--- src/rtl/fir_pkg.sv ---
// Shared parameters, state encoding and helpers for the FIR feed controller.
package fir_pkg;

   localparam int TAPS = 10;
   localparam int DW   = 3;
   localparam int CW   = 16;
   localparam int OW   = 16;
   localparam int AW   = 4;

   // Sequencer phases; MacUnit enables accumulate as the state advances.
   typedef enum logic [1:0] {
      IDLE = 2'd0,
      MUL  = 2'd1,
      ADD  = 2'd2,
      ACC  = 2'd3
   } fir_state_e;

   // A coefficient index is usable only if it names an existing tap.
   function automatic logic coeff_addr_ok(input logic [AW-1:0] addr);
      return addr < AW'(TAPS);
   endfunction

endpackage

--- src/rtl/fir_feed_ctrl_if.sv ---
// Sample handshake, coefficient port and MacUnit link of the FIR feed controller.
interface fir_feed_ctrl_if;
   import fir_pkg::*;

   logic                 iInValid;
   logic [DW-1:0]        iInData;
   logic                 oInReady;
   logic                 iCoeffWe;
   logic [AW-1:0]        iCoeffAddr;
   logic [CW-1:0]        iCoeffData;
   logic                 oCoeffDrop;
   logic                 iClear;
   logic                 oEnMul;
   logic                 oEnAdd;
   logic                 oEnAcc;
   logic [TAPS*DW-1:0]   oDelay;
   logic [TAPS*CW-1:0]   oCoeff;
   logic [OW-1:0]        iMacResult;
   logic [OW-1:0]        oFirOut;
   logic                 oOutValid;

   // Environment side: drives samples, coefficients, clear and the MAC result.
   modport master (
      output iInValid, iInData, iCoeffWe, iCoeffAddr, iCoeffData, iClear, iMacResult,
      input  oInReady, oCoeffDrop, oEnMul, oEnAdd, oEnAcc, oDelay, oCoeff,
             oFirOut, oOutValid
   );

   // Controller side.
   modport slave (
      input  iInValid, iInData, iCoeffWe, iCoeffAddr, iCoeffData, iClear, iMacResult,
      output oInReady, oCoeffDrop, oEnMul, oEnAdd, oEnAcc, oDelay, oCoeff,
             oFirOut, oOutValid
   );

endinterface

--- src/rtl/fir_delay_line.sv ---
// TAPS-deep sample delay line; tap 0 holds the newest sample, clear wins over shift.
module fir_delay_line
   import fir_pkg::*;
(
   input  logic                clk,
   input  logic                rst_n,
   input  logic                shift_en,
   input  logic                clear,
   input  logic [DW-1:0]       din,
   output logic [TAPS*DW-1:0]  taps
);

   logic [DW-1:0] taps_q [TAPS];
   logic [DW-1:0] taps_d [TAPS];

   // Next tap contents: flush, shift in a new sample, or hold.
   always_comb begin
      taps_d = taps_q;
      if (clear) begin
         for (int j = 0; j < TAPS; j++) taps_d[j] = '0;
      end else if (shift_en) begin
         taps_d[0] = din;
         for (int j = 1; j < TAPS; j++) taps_d[j] = taps_q[j-1];
      end
   end

   // Tap storage.
   always_ff @(posedge clk or negedge rst_n) begin
      if (!rst_n) begin
         for (int j = 0; j < TAPS; j++) taps_q[j] <= '0;
      end else begin
         taps_q <= taps_d;
      end
   end

   // Pack taps MSB-first so tap 0 sits in the top slice.
   always_comb begin
      taps = '0;
      for (int j = 0; j < TAPS; j++) taps[TAPS*DW-1-j*DW -: DW] = taps_q[j];
   end

endmodule

--- src/rtl/fir_feed_ctrl.sv ---
// FIR feed controller: accepts samples, holds coefficients and steps MacUnit
// through mul/add/acc, registering its result as the filter output.
module fir_feed_ctrl
   import fir_pkg::*;
(
   input  logic           iClk,
   input  logic           iRsn,
   fir_feed_ctrl_if.slave bus
);

   fir_state_e     state_q, state_d;
   logic [CW-1:0]  coeff_q [TAPS];
   logic [CW-1:0]  coeff_d [TAPS];
   logic [OW-1:0]  fir_out_q, fir_out_d;
   logic           out_valid_q, out_valid_d;
   logic           coeff_drop_q, coeff_drop_d;
   logic           en_mul_q, en_mul_d;
   logic           en_add_q, en_add_d;
   logic           en_acc_q, en_acc_d;
   logic           accept;
   logic           coeff_wr_ok;

   assign accept      = (state_q == IDLE) && bus.iInValid && !bus.iClear;
   assign coeff_wr_ok = bus.iCoeffWe && (state_q == IDLE) && coeff_addr_ok(bus.iCoeffAddr);

   fir_delay_line u_delay (
      .clk      (iClk),
      .rst_n    (iRsn),
      .shift_en (accept),
      .clear    (bus.iClear),
      .din      (bus.iInData),
      .taps     (bus.oDelay)
   );

   // Sequencer next state; enables are registered from the next state so
   // they change only on clock edges and never glitch.
   always_comb begin
      state_d = state_q;
      unique case (state_q)
         IDLE:    if (accept) state_d = MUL;
         MUL:     state_d = ADD;
         ADD:     state_d = ACC;
         ACC:     state_d = IDLE;
         default: state_d = IDLE;
      endcase
      if (bus.iClear) state_d = IDLE;
      en_mul_d = (state_d != IDLE);
      en_add_d = (state_d == ADD) || (state_d == ACC);
      en_acc_d = (state_d == ACC);
   end

   // Coefficient file update; writes outside IDLE or past the last tap bounce.
   always_comb begin
      coeff_d      = coeff_q;
      coeff_drop_d = bus.iCoeffWe && !coeff_wr_ok;
      if (coeff_wr_ok) coeff_d[bus.iCoeffAddr] = bus.iCoeffData;
   end

   // Capture the MAC result at the end of ACC unless the run is being aborted.
   always_comb begin
      out_valid_d = (state_q == ACC) && !bus.iClear;
      fir_out_d   = out_valid_d ? bus.iMacResult : fir_out_q;
   end

   // State, coefficient and output registers.
   always_ff @(posedge iClk or negedge iRsn) begin
      if (!iRsn) begin
         state_q      <= IDLE;
         for (int j = 0; j < TAPS; j++) coeff_q[j] <= '0;
         fir_out_q    <= '0;
         out_valid_q  <= 1'b0;
         coeff_drop_q <= 1'b0;
         en_mul_q     <= 1'b0;
         en_add_q     <= 1'b0;
         en_acc_q     <= 1'b0;
      end else begin
         state_q      <= state_d;
         coeff_q      <= coeff_d;
         fir_out_q    <= fir_out_d;
         out_valid_q  <= out_valid_d;
         coeff_drop_q <= coeff_drop_d;
         en_mul_q     <= en_mul_d;
         en_add_q     <= en_add_d;
         en_acc_q     <= en_acc_d;
      end
   end

   // Pack coefficients MSB-first to line up with the tap packing.
   always_comb begin
      bus.oCoeff = '0;
      for (int j = 0; j < TAPS; j++) bus.oCoeff[TAPS*CW-1-j*CW -: CW] = coeff_q[j];
   end

   assign bus.oInReady   = (state_q == IDLE);
   assign bus.oEnMul     = en_mul_q;
   assign bus.oEnAdd     = en_add_q;
   assign bus.oEnAcc     = en_acc_q;
   assign bus.oFirOut    = fir_out_q;
   assign bus.oOutValid  = out_valid_q;
   assign bus.oCoeffDrop = coeff_drop_q;

endmodule

--- src/flat_wrapper.sv ---
// flat-port wrapper written by rule: the top's interface ports become plain ports
module fir_feed_ctrl_flat import fir_pkg::*;
  (iClk, iRsn, bus_iInValid, bus_iInData, bus_iCoeffWe, bus_iCoeffAddr, bus_iCoeffData, bus_iClear, bus_iMacResult, bus_oInReady, bus_oCoeffDrop, bus_oEnMul, bus_oEnAdd, bus_oEnAcc, bus_oDelay, bus_oCoeff, bus_oFirOut, bus_oOutValid);
  fir_feed_ctrl_if bus_i ();
  input  logic iClk;
  input  logic iRsn;
  input wire logic [$bits(bus_i.iInValid)-1:0] bus_iInValid;
  input wire logic [$bits(bus_i.iInData)-1:0] bus_iInData;
  input wire logic [$bits(bus_i.iCoeffWe)-1:0] bus_iCoeffWe;
  input wire logic [$bits(bus_i.iCoeffAddr)-1:0] bus_iCoeffAddr;
  input wire logic [$bits(bus_i.iCoeffData)-1:0] bus_iCoeffData;
  input wire logic [$bits(bus_i.iClear)-1:0] bus_iClear;
  input wire logic [$bits(bus_i.iMacResult)-1:0] bus_iMacResult;
  output wire logic [$bits(bus_i.oInReady)-1:0] bus_oInReady;
  output wire logic [$bits(bus_i.oCoeffDrop)-1:0] bus_oCoeffDrop;
  output wire logic [$bits(bus_i.oEnMul)-1:0] bus_oEnMul;
  output wire logic [$bits(bus_i.oEnAdd)-1:0] bus_oEnAdd;
  output wire logic [$bits(bus_i.oEnAcc)-1:0] bus_oEnAcc;
  output wire logic [$bits(bus_i.oDelay)-1:0] bus_oDelay;
  output wire logic [$bits(bus_i.oCoeff)-1:0] bus_oCoeff;
  output wire logic [$bits(bus_i.oFirOut)-1:0] bus_oFirOut;
  output wire logic [$bits(bus_i.oOutValid)-1:0] bus_oOutValid;
  assign bus_i.iInValid = bus_iInValid;
  assign bus_i.iInData = bus_iInData;
  assign bus_i.iCoeffWe = bus_iCoeffWe;
  assign bus_i.iCoeffAddr = bus_iCoeffAddr;
  assign bus_i.iCoeffData = bus_iCoeffData;
  assign bus_i.iClear = bus_iClear;
  assign bus_i.iMacResult = bus_iMacResult;
  assign bus_oInReady = bus_i.oInReady;
  assign bus_oCoeffDrop = bus_i.oCoeffDrop;
  assign bus_oEnMul = bus_i.oEnMul;
  assign bus_oEnAdd = bus_i.oEnAdd;
  assign bus_oEnAcc = bus_i.oEnAcc;
  assign bus_oDelay = bus_i.oDelay;
  assign bus_oCoeff = bus_i.oCoeff;
  assign bus_oFirOut = bus_i.oFirOut;
  assign bus_oOutValid = bus_i.oOutValid;
  fir_feed_ctrl u_core (.iClk(iClk), .iRsn(iRsn), .bus(bus_i));
endmodule
--- config.mk ---
export PLATFORM = sky130hd
export DESIGN_NAME = fir_feed_ctrl_flat
export DESIGN_NICKNAME = d
export VERILOG_FILES = /design/src/rtl/fir_pkg.sv /design/src/rtl/fir_feed_ctrl_if.sv /design/src/rtl/fir_delay_line.sv /design/src/rtl/fir_feed_ctrl.sv /design/src/flat_wrapper.sv
export SDC_FILE = /design/constraint.sdc
export NUM_CORES = 1
export LEC_CHECK = 0
export BUFFER_PORTS_ARGS = -buffer_cell sky130_fd_sc_hd__buf_2
export CORE_MARGIN = 5
export CORE_UTILIZATION = 51
export CTS_CLUSTER_DIAMETER = 120
export DETAILED_ROUTE_END_ITERATION = 16
export HOLD_SLACK_MARGIN = 0.03
export PLACE_DENSITY = 0.88
export SLEW_MARGIN = 30
export SYNTH_ARGS = -nofsm -noshare
export SYNTH_HDL_FRONTEND = slang
export SYNTH_SLANG_ARGS = --single-unit
--- constraint.sdc ---
create_clock -name iClk -period 2.8 [get_ports iClk]
set_clock_uncertainty 0.2 [all_clocks]
set_input_delay 0.42 -clock iClk [delete_from_list [all_inputs] [get_ports iClk]]
set_output_delay 0.42 -clock iClk [all_outputs]
set_load 0.03 [all_outputs]
==> results.md, run 1 <==
* GRT Total Usage at 0.223
* FF-to-FF End: u_core.bus.oCoeff[89]$_DFFE_PN0P_
* Post-synthesis compound-gate area fraction at 0.0358
* Nets at between 800 and 900
* Outcome: finished, final reports clean
* Worst slew margin at 0.402
* Vias at around 5200
* Hold-fix buffers, CTS at 21
* Routed len/inst at 20.9 um
* Yosys reg bits at ~210
* Non-Filler Instances at approximately 990
* DRT iter0 DRCs at between 300 and 400
* Sequential fraction of the synthesis area at 0.660
* Avg Inst Size Synth at about 16 um2
* Routed vias/inst at around 5.3
* Grt total ovfl at 0
* Type of origin of the critical path: flop
* Final WS setup at between 0.3 and 0.4 ns
* Post-Synth XOR/XNOR Area at 0
* Fin crit share at 0.874
* First-pass GRT wire length at approximately 32000 um
* Largest net degree at the start of global routing at 66
* Crit path capture type: flop
* Area share of fa/ha/maj cells after synthesis at 0.00620
* DRT Wirelength at roughly 21000 um
* Placed insts at roughly 940
* RSZ-0062 raised after global routing: false
* Endpoints failing setup at 0
* Die Footprint at 0.0184 mm2
* DP HPWL at about 14000 um
* Post_cts resized at 0
* Leak at about 0.0055 uW
* Largest family of logic cells by synthesized area: multiplexers
* Share of layout cells above drive strength 1 at 0.619
* MaxCap Viol Count at 0
* Clock sinks at 213
* Post-synthesis cell count at ~490
* Placer Congestion at about 0.8
* Final min period at 2.45 ns
* Vias in the first global route at between 5000 and 6000
* Clock buffer depth at 3
* Core footprint at between 0.015 and 0.02 mm2
* Synth-to-Final Area Change at 29.1%
* Most frequent cells in the layout: 254 x buf_2, 213 x dfrtp_1, 166 x mux2_2
* CP Max Fanout at 16
* Commonest non-fill, non-tap cell in the layout: buf_2
* Tightest Pin Transition at around 0.9 ns
* Max Slew Vio Count at 0
* Setup TNS at 0 ns
* Die Ht at approximately 140 um
* # Post-CTS Setup Buffers at 0
* R2R setup slack at roughly 0.35 ns
* Peak supply drop at 0.000844 V
* Hold Path Sink: u_core.bus.oCoeffDrop$_DFF_PN0_
* IO buf count at 255
* FF-to-FF Start: u_core.state_q[0]$_DFF_PN0_
* Antenna violations before repair at 1
* Chip width at between 100 and 150 um
* Hold Fails Final Rpt at 0
* Worst Hold Class: primary input to flop
* R2R cell count at 5
* DR DRC count at 0
* Clock root buffer master: clkbuf_16
* Post-Syn Area at 0.00807 mm2
* CTS buffer count at 21
* Starting Density at 0.514
* Pre-CTS WS at ~0.36 ns
* YS warnings at 0
* # rows at 46
* CP Class: flop to flop
* F_max at between 0.4 and 0.5 GHz
* Post-synth cell types at 30
* Crit path required time at approximately 3.0 ns
* Syn_nets at about 540
* Clk_lat worst skew at 0.48 ns
* Drt pass-1 iters at 5
* CTS tree: yes
* Clk pin slew, worst setup/hold paths at 0.06 ns
* H-tree depth at 1
* Simple-gate portion of the synthesized area at 0.0226
* Worst Hold Depth at 2
* Hold wc startpoint: bus_iCoeffWe
* IO Pins at 256
* Mux cell area share after synthesis at 0.250
* DRT antenna net count at 0
* Crit path DAT at 2.61 ns
* PwrDens at 1340 mW/mm2
through the flow:
| step | area, um2 | utilization | hold WS, ns | power (uW) |
|---|---|---|---|---|
| 2_1_floorplan | 8070 | - | -0.0756 | 9200 |
| 3_3_place_gp | 9550 | 0.608 | 0.241 | 11000 |
| 3_5_place_dp | 9550 | 0.608 | 0.253 | 11300 |
| 4_1_cts | 10400 | 0.663 | 0.0473 | 14000 |
| 5_1_grt | 10400 | 0.663 | 0.0591 | 14600 |
| 6_report | 10400 | 0.663 | 0.0735 | 13900 |
worst max-delay path by stage:
stage / startpoint / end / slack (ns)
floorplan: u_core.state_q[0]$_DFF_PN0_ / u_core.bus.oCoeff[85]$_DFFE_PN0P_ / 0.37
CTS: u_core.state_q[0]$_DFF_PN0_ / u_core.bus.oCoeff[89]$_DFFE_PN0P_ / 0.36
finish: u_core.state_q[0]$_DFF_PN0_ / u_core.bus.oCoeff[89]$_DFFE_PN0P_ / 0.35
global placement: u_core.state_q[0]$_DFF_PN0_ / u_core.bus.oCoeff[88]$_DFFE_PN0P_ / 0.43
global route: u_core.state_q[0]$_DFF_PN0_ / u_core.bus.oCoeff[89]$_DFFE_PN0P_ / 0.24
detailed placement: u_core.state_q[0]$_DFF_PN0_ / u_core.bus.oCoeff[91]$_DFFE_PN0P_ / 0.36
flip-flops by register name, indices dropped and copies added (netlist names):
signal and count:
u_core.bus.oOutValid 1, u_core.bus.oEnAdd 1, u_core.bus.oCoeff 160, u_core.u_delay.taps 30, u_core.bus.oCoeffDrop 1, u_core.bus.oEnAcc 1
u_core.bus.oFirOut 16, u_core.state_q 2, u_core.bus.oEnMul 1
layer usage:
metal,up-vias,track usage,wire (um)
met5,-,0,11
li1,2290,-,-
met3,25,0.0548,1590
met4,2,0.0398,259
met1,2702,0.287,8360
met2,202,0.390,10500
logic make-up (layout without fill, tap and decap cells):
kind of cell             after synthesis  in the layout
buffers and inverters                 42            324
multiplexers                         176            176
AO/OA/AOI/OAI                         34             34
AND/OR/NAND/NOR                       24             24
adder cells (fa/ha/maj)                4              4
flip-flops                           213            213
other                                  0              1
power by group:
group / total [uW] / leakage, uW / internal [uW] / switching, uW
registers: 5170 / 0.00273 / 4410 / 757
logic: 6060 / 0.00240 / 2030 / 4030
clock network: 2700 / 0.000324 / 1610 / 1090
layout make-up:
cell class | count | area (um2)
Clock inverter | 6 | 80.1
Antenna cell | 1 | 2.50
Tap cell | 216 | 270
Fill cell | 1140 | 5290
Inverter | 2 | 7.51
Multi-Input combinational cell | 238 | 2550
Clock buffer | 29 | 576
Sequential cell | 213 | 5330
Timing Repair Buffer | 287 | 1600
cells in the mapped netlist (all sizes together):
cell type  count  share of area
dfrtp        213           0.66
mux2         176           0.25
buf           34          0.021
a22o          30          0.033
clkbuf         6         0.0028
ha             4         0.0062
nor2           4         0.0019
nor2b          4         0.0031
nand3          3         0.0031
and2           2         0.0015
inv            2        0.00093
nand4          2         0.0031
a21boi         1        0.00093
a21oi          1        0.00062
a311oi         1         0.0011
and2b          1        0.00093
and4           1         0.0011
and4b          1         0.0012
nand2          1        0.00046
nand3b         1        0.00093
nand4b         1         0.0019
nor3b          1         0.0015
o21ai          1        0.00062
or2            1        0.00078
or3b           1         0.0011
worst max-delay path, cell delays in order (launching register included):
cell	delay, ns
dfrtp_1	0.39
inv_1	0.12
ha_1	0.19
and2b_1	0.24
or3b_1	0.75
mux2_4	0.44
Note: power is estimated with default switching activity, not from simulation.
==> inputs of run 2 (changes only) <==
--- a/config.mk
+++ b/config.mk
@@ -6,12 +6,13 @@
 export NUM_CORES = 1
 export LEC_CHECK = 0
 export BUFFER_PORTS_ARGS = -buffer_cell sky130_fd_sc_hd__buf_2
+export CORE_ASPECT_RATIO = 2
 export CORE_MARGIN = 5
 export CORE_UTILIZATION = 51
 export CTS_CLUSTER_DIAMETER = 120
 export DETAILED_ROUTE_END_ITERATION = 16
 export HOLD_SLACK_MARGIN = 0.03
-export PLACE_DENSITY = 0.88
+export PLACE_DENSITY = 0.85
 export SLEW_MARGIN = 30
 export SYNTH_ARGS = -nofsm -noshare
 export SYNTH_HDL_FRONTEND = slang
==> results.md, run 2 (synthesis results as in run 1) <==
* Outcome: finished, final reports clean
* Die Footprint at about 0.019 mm2
* Chip width at just under 100 um
* # rows at 65
* DR DRC count at 0
* Clock sinks at approximately 210
* Pre-CTS WS at about 0.22 ns
* Clock root buffer master: clkbuf_16
* # Post-CTS Setup Buffers at 0
* RSZ-0062 raised after global routing: false
* Share of layout cells above drive strength 1 at 0.625
* MaxCap Viol Count at 0
* F_max at a little under 0.4 GHz
* Worst Hold Class: primary input to flop
* Tightest Pin Transition at 0.911 ns
* Fin crit share at 0.921
* Clk pin slew, worst setup/hold paths at about 0.07 ns
* CTS tree: yes
* Routed vias/inst at ~5.4
* Endpoints failing setup at 0
* IO Pins at roughly 260
* Crit path required time at around 3 ns
* Filler cell count at about 1100
* Starting Density at 0.514
* H-tree depth at 1
* DP HPWL at 15900 um
* Core footprint at 0.0157 mm2
* Most frequent cells in the layout: 254 x buf_2, 213 x dfrtp_1, 166 x mux2_2
* Worst Hold Depth at 2
* Hold Fails Final Rpt at 0
* Leak at between 0.005 and 0.006 uW
* Worst slew margin at 0.393
* Max Slew Vio Count at 0
* R2R cell count at 5
* Final WS setup at 0.222 ns
* Commonest non-fill, non-tap cell in the layout: buf_2
* Max incr delay on CP at 0.76 ns
* Clock buffer depth at 3
* Synth-to-Final Area Change at 28.3%
* DRT iter0 DRCs at around 150
* Final min period at approximately 2.6 ns
* First-pass GRT wire length at 34400 um
* Drt pass-1 iters at 4
* Die Ht at 188 um
* Grt total ovfl at 0
* CP Max Fanout at 16
* Type of origin of the critical path: flop
* IO buf count at 255
* CP cell instances: inv_1, ha_1, and2b_1, or3b_1, mux2_4
* Hold-fix buffers, CTS at 21
* Largest net degree at the start of global routing at ~80
* Crit-path slowest cell: or3b_1
* Placer Congestion at about 0.85
* Routed len/inst at about 22 um
* CTS buffer count at 19
* Hold Path Sink: u_core.bus.oCoeffDrop$_DFF_PN0_
* Antenna violations before repair at 1
* CP Class: flop to flop
* Vias at 5228
* Post_cts resized at 0
* Peak supply drop at roughly 0.00076 V
* Clk_lat worst skew at 0.47 ns
* Hold wc startpoint: bus_iCoeffWe
* R2R setup slack at roughly 0.22 ns
* GRT Total Usage at 0.236
* PwrDens at between 1000 and 1500 mW/mm2
* DRT Wirelength at ~22000 um
* FF-to-FF Start: u_core.state_q[0]$_DFF_PN0_
* FF-to-FF End: u_core.bus.oCoeff[93]$_DFFE_PN0P_
* Setup TNS at 0 ns
* Crit path capture type: flop
* Crit path DAT at roughly 2.7 ns
* DRT antenna net count at 0
* Nets at 811
* Max reg flops at 160
* Vias in the first global route at slightly above 6000
## run 2: final cells by class
cell class	instances	area (um2)	area share
antenna	1	2.50	0.000242
clock inverter	11	120	0.0116
tap	201	251	0.0243
timing repair buffer	289	1610	0.155
clock buffer	21	493	0.0476
inverter	2	7.51	0.000725
sequential	213	5330	0.515
multi-input combinational	238	2550	0.246
## run 2: how the worst max path moves through the flow
| stage | start | end | slack (ns) |
|---|---|---|---|
| final | u_core.state_q[0]$_DFF_PN0_ | u_core.bus.oCoeff[93]$_DFFE_PN0P_ | 0.22 |
| after global routing | u_core.state_q[0]$_DFF_PN0_ | u_core.bus.oCoeff[93]$_DFFE_PN0P_ | 0.12 |
| after CTS | u_core.state_q[0]$_DFF_PN0_ | u_core.bus.oCoeff[93]$_DFFE_PN0P_ | 0.20 |
| after detailed placement | u_core.state_q[0]$_DFF_PN0_ | u_core.bus.oCoeff[93]$_DFFE_PN0P_ | 0.22 |
| after global placement | u_core.state_q[0]$_DFF_PN0_ | u_core.bus.oCoeff[86]$_DFFE_PN0P_ | 0.36 |
| after floorplan | u_core.state_q[0]$_DFF_PN0_ | u_core.bus.oCoeff[85]$_DFFE_PN0P_ | 0.37 |
## run 2: per-layer routing
metal	track usage	wire length (um)
met4	0.102	835
met3	0.0428	1190
met2	0.443	12400
met5	0	0
met1	0.253	7150
## run 2: worst max-delay path, delay by kind of cell, from the launching register on
kind	cells	cell delay (ns)
flops	1	0.39
mux	1	0.44
buf+inv	1	0.13
simple gates	2	1.03
fa+ha+maj	1	0.26
## run 2: report_power, final
part	internal [uW]	switching, uW	total, uW
logic	2040	4070	6110
clock network	1470	1100	2570
registers	4410	781	5190
total	7910	5950	13900
## run 2: metrics by stage
step | area, um2 | total power [uW] | instances | utilization | hold slack [ns]
2_1_floorplan | 8070 | 9200 | 493 | - | -0.0756
3_3_place_gp | 9530 | 11100 | 922 | 0.607 | 0.278
3_5_place_dp | 9530 | 11400 | 922 | 0.607 | 0.286
4_1_cts | 10400 | 14000 | 975 | 0.660 | 0.0414
5_1_grt | 10400 | 14500 | 976 | 0.660 | 0.0461
6_report | 10400 | 13900 | 976 | 0.660 | 0.0638
==> inputs of run 3 (changes only) <==
--- a/config.mk
+++ b/config.mk
@@ -16,4 +16,6 @@
 export SLEW_MARGIN = 30
 export SYNTH_ARGS = -nofsm -noshare
 export SYNTH_HDL_FRONTEND = slang
+export SYNTH_HIERARCHICAL = 1
 export SYNTH_SLANG_ARGS = --single-unit
+export TNS_END_PERCENT = 5
==> results.md, run 3 <==
* Outcome: finished, final reports clean
* Routed len/inst at slightly above 20 um
* Post-synth ARST share at 1.00
* Clock power frac at 0.183
* Share of layout cells above drive strength 1 at 0.605
* Clk_lat worst skew at 0.47 ns
* Endpoints failing setup at 0
* Type of origin of the critical path: flop
* YS warnings at 6
* Fin crit share at 0.795
* Final hold slack at about 0.058 ns
* Largest area contributor in the netlist: dfrtp_1
* Crit path capture type: flop
* Clock sinks at around 210
* Placer Congestion at between 0.7 and 0.8
* Setup TNS at 0 ns
* Routed vias/inst at about 5.2
* Avg Inst Size Synth at 15.9 um2
* IO Pins at around 260
* FF-to-FF End: u_core/bus.oCoeff[138]$_DFFE_PN0P_
* F_max at 0.449 GHz
* Tightest Pin Transition at between 0.7 and 0.8 ns
* Vias at between 5000 and 6000
* Chip width at approximately 100 um
* DP HPWL at roughly 15000 um
* Synth-to-Final Area Change at 27.0%
* Grt total ovfl at 0
* Yosys reg bits at roughly 210
* Combinational power share at 0.444
* Hold Fails Final Rpt at 0
* CP Capture Point: u_core/bus.oCoeff[138]$_DFFE_PN0P_
* Max incr delay on CP at approximately 0.39 ns
* RSZ-0062 raised after global routing: false
* # rows at 66
* Sequential power share at 0.373
* Crit path DAT at between 2 and 2.5 ns
* R2R setup slack at roughly 0.57 ns
* CP cell instances: inv_1, ha_1, nand4b_2, or3_1, buf_4, mux2_4
* Final min period at about 2.2 ns
* R2R cell count at 6
* Post-synth EDFFs at 0
* WP buf/inv at 2
* Clock buffer depth at 3
* Sw Pwr at 5820 uW
* Post_cts resized at 0
* DR DRC count at 0
* FF-to-FF Start: u_core/state_q[0]$_DFF_PN0_
* Clock root buffer master: clkbuf_16
* IO buf count at 255
* Filler cell count at 1152
* Commonest non-fill, non-tap cell in the layout: buf_2
* Clk pin slew, worst setup/hold paths at roughly 0.070 ns
* First-pass GRT wire length at about 32000 um
* Most area-consuming cells after synthesis: dfrtp_1 64%, mux2_2 23%, mux2i_1 3.6%, mux2_4 1.8%, nor2_1 1.5%
* CP Max Fanout at 16
* Top cell type's share of synthesized area at 0.644
* Worst slew margin at 0.512
* Vias in the first global route at between 5000 and 6000
* Die Ht at 190 um
* DRT antenna net count at 0
* Peak supply drop at 0.000837 V
* Largest net degree at the start of global routing at 75
* Most frequent cells in the layout: 254 x buf_2, 213 x dfrtp_1, 166 x mux2_2
* Dominant synthesized flop cell: dfrtp_1
* Sw Share at 0.425
* Non-Filler Instances at roughly 1000
* Post-synth cell types at 31
* DRT Wirelength at ~20000 um
* Crit-path slowest cell: dfrtp_1
* Post-synthesis cell count at between 500 and 600
* MaxCap Viol Count at 0
* Drt pass-1 iters at 4
* GRT Total Usage at 0.215
* Final WS setup at between 0.5 and 0.6 ns
* Nets at around 840
* Sequential fraction of the synthesis area at 0.644
* Post-Syn Area at slightly above 0.008 mm2
* Levels on crit path at 6
* Worst setup path startpoint: u_core/state_q[0]$_DFF_PN0_
* Worst Hold Class: primary input to flop
* Antenna violations before repair at 1
* CP Class: flop to flop
* Max Slew Vio Count at 0
* Core footprint at 0.0161 mm2
* CTS buffer count at 19
* Die Footprint at ~0.019 mm2
* Syn_nets at ~570
* Starting Density at 0.514
* Leak at around 0.0054 uW
* Placed insts at between 900 and 1000
* Most frequent cell after synthesis: dfrtp_1
* # Post-CTS Setup Buffers at 0
* H-tree depth at 1
* Synth cell count leaders: 213 x dfrtp_1, 166 x mux2_2, 33 x nor2_1, 30 x mux2i_1, 16 x buf_1
* Ant diodes at 0
* Max reg flops at 160
* DRT iter0 DRCs at 150
* CTS tree: yes
* PwrDens at around 1300 mW/mm2
* Crit path required time at 2.96 ns
* CP top delay family: simple AND/OR/NAND/NOR gates
* Internal at about 8000 uW
* Pre-CTS WS at 0.608 ns
-- run 3: how the worst min path moves through the flow --
stage                     cells past startpoint         start  slack [ns]                            endpoint
final                                         2  bus_iCoeffWe        0.06     u_core/bus.oCoeffDrop$_DFF_PN0_
after floorplan                               0          iRsn       -0.08     u_core/bus.oCoeffDrop$_DFF_PN0_
after CTS                                     2  bus_iCoeffWe        0.05     u_core/bus.oCoeffDrop$_DFF_PN0_
after global routing                          2  bus_iCoeffWe        0.05     u_core/bus.oCoeffDrop$_DFF_PN0_
after global placement                        1          iRsn        0.24  u_core/bus.oFirOut[11]$_DFFE_PN0P_
after detailed placement                      1          iRsn        0.24  u_core/bus.oFirOut[10]$_DFFE_PN0P_
-- run 3: layer usage --
metal,part of all wire,vias up,track usage
li1,-,2345,-
met1,0.39,2619,0.268
met2,0.50,222,0.366
met3,0.085,39,0.0553
met4,0.029,2,0.0669
met5,0.00034,-,0
-- run 3: layout make-up --
| cell class | instances | area, um2 | share of cell area |
|---|---|---|---|
| Sequential cell | 213 | 5330 | 0.507 |
| Inverter | 2 | 7.51 | 0.000714 |
| Timing Repair Buffer | 291 | 1630 | 0.155 |
| Clock inverter | 7 | 65.1 | 0.00618 |
| Tap cell | 204 | 255 | 0.0243 |
| Multi-Input combinational cell | 267 | 2700 | 0.257 |
| Clock buffer | 25 | 528 | 0.0502 |
-- run 3: power groups by stage --
stage / combinational, uW / clock (uW) / sequential, uW
2_1_floorplan: 1500 / 0 / 7730
3_3_place_gp: 5950 / 0 / 5060
3_5_place_dp: 6090 / 0 / 5140
4_1_cts: 6140 / 2570 / 5100
5_1_grt: 6380 / 2690 / 5260
6_report: 6080 / 2500 / 5100
-- run 3: timing repair --
| action | in CTS | in global routing |
|---|---|---|
| hold endpoints to repair | 80 | 0 |
| setup endpoints to repair | 0 | 0 |
| hold buffers | 20 | 0 |
-- run 3: kinds of logic (layout without fill, tap and decap cells) --
logic type | Yosys count | in the layout | share of synthesized area
fa+ha+maj | 4 | 4 | 0.00604
buf+inv | 41 | 325 | 0.0332
simple gates | 54 | 54 | 0.0346
mux | 206 | 206 | 0.280
flops | 213 | 213 | 0.644
compound gates | 3 | 3 | 0.00257
-- run 3: metrics by stage --
stage                      util  power (uW)  cell area (um2)
after global routing      0.653       14300            10500
after CTS                 0.653       13800            10500
after detailed placement  0.604       11200             9730
after global placement    0.604       11000             9730
after floorplan               -        9230             8280
final                     0.653       13700            10500
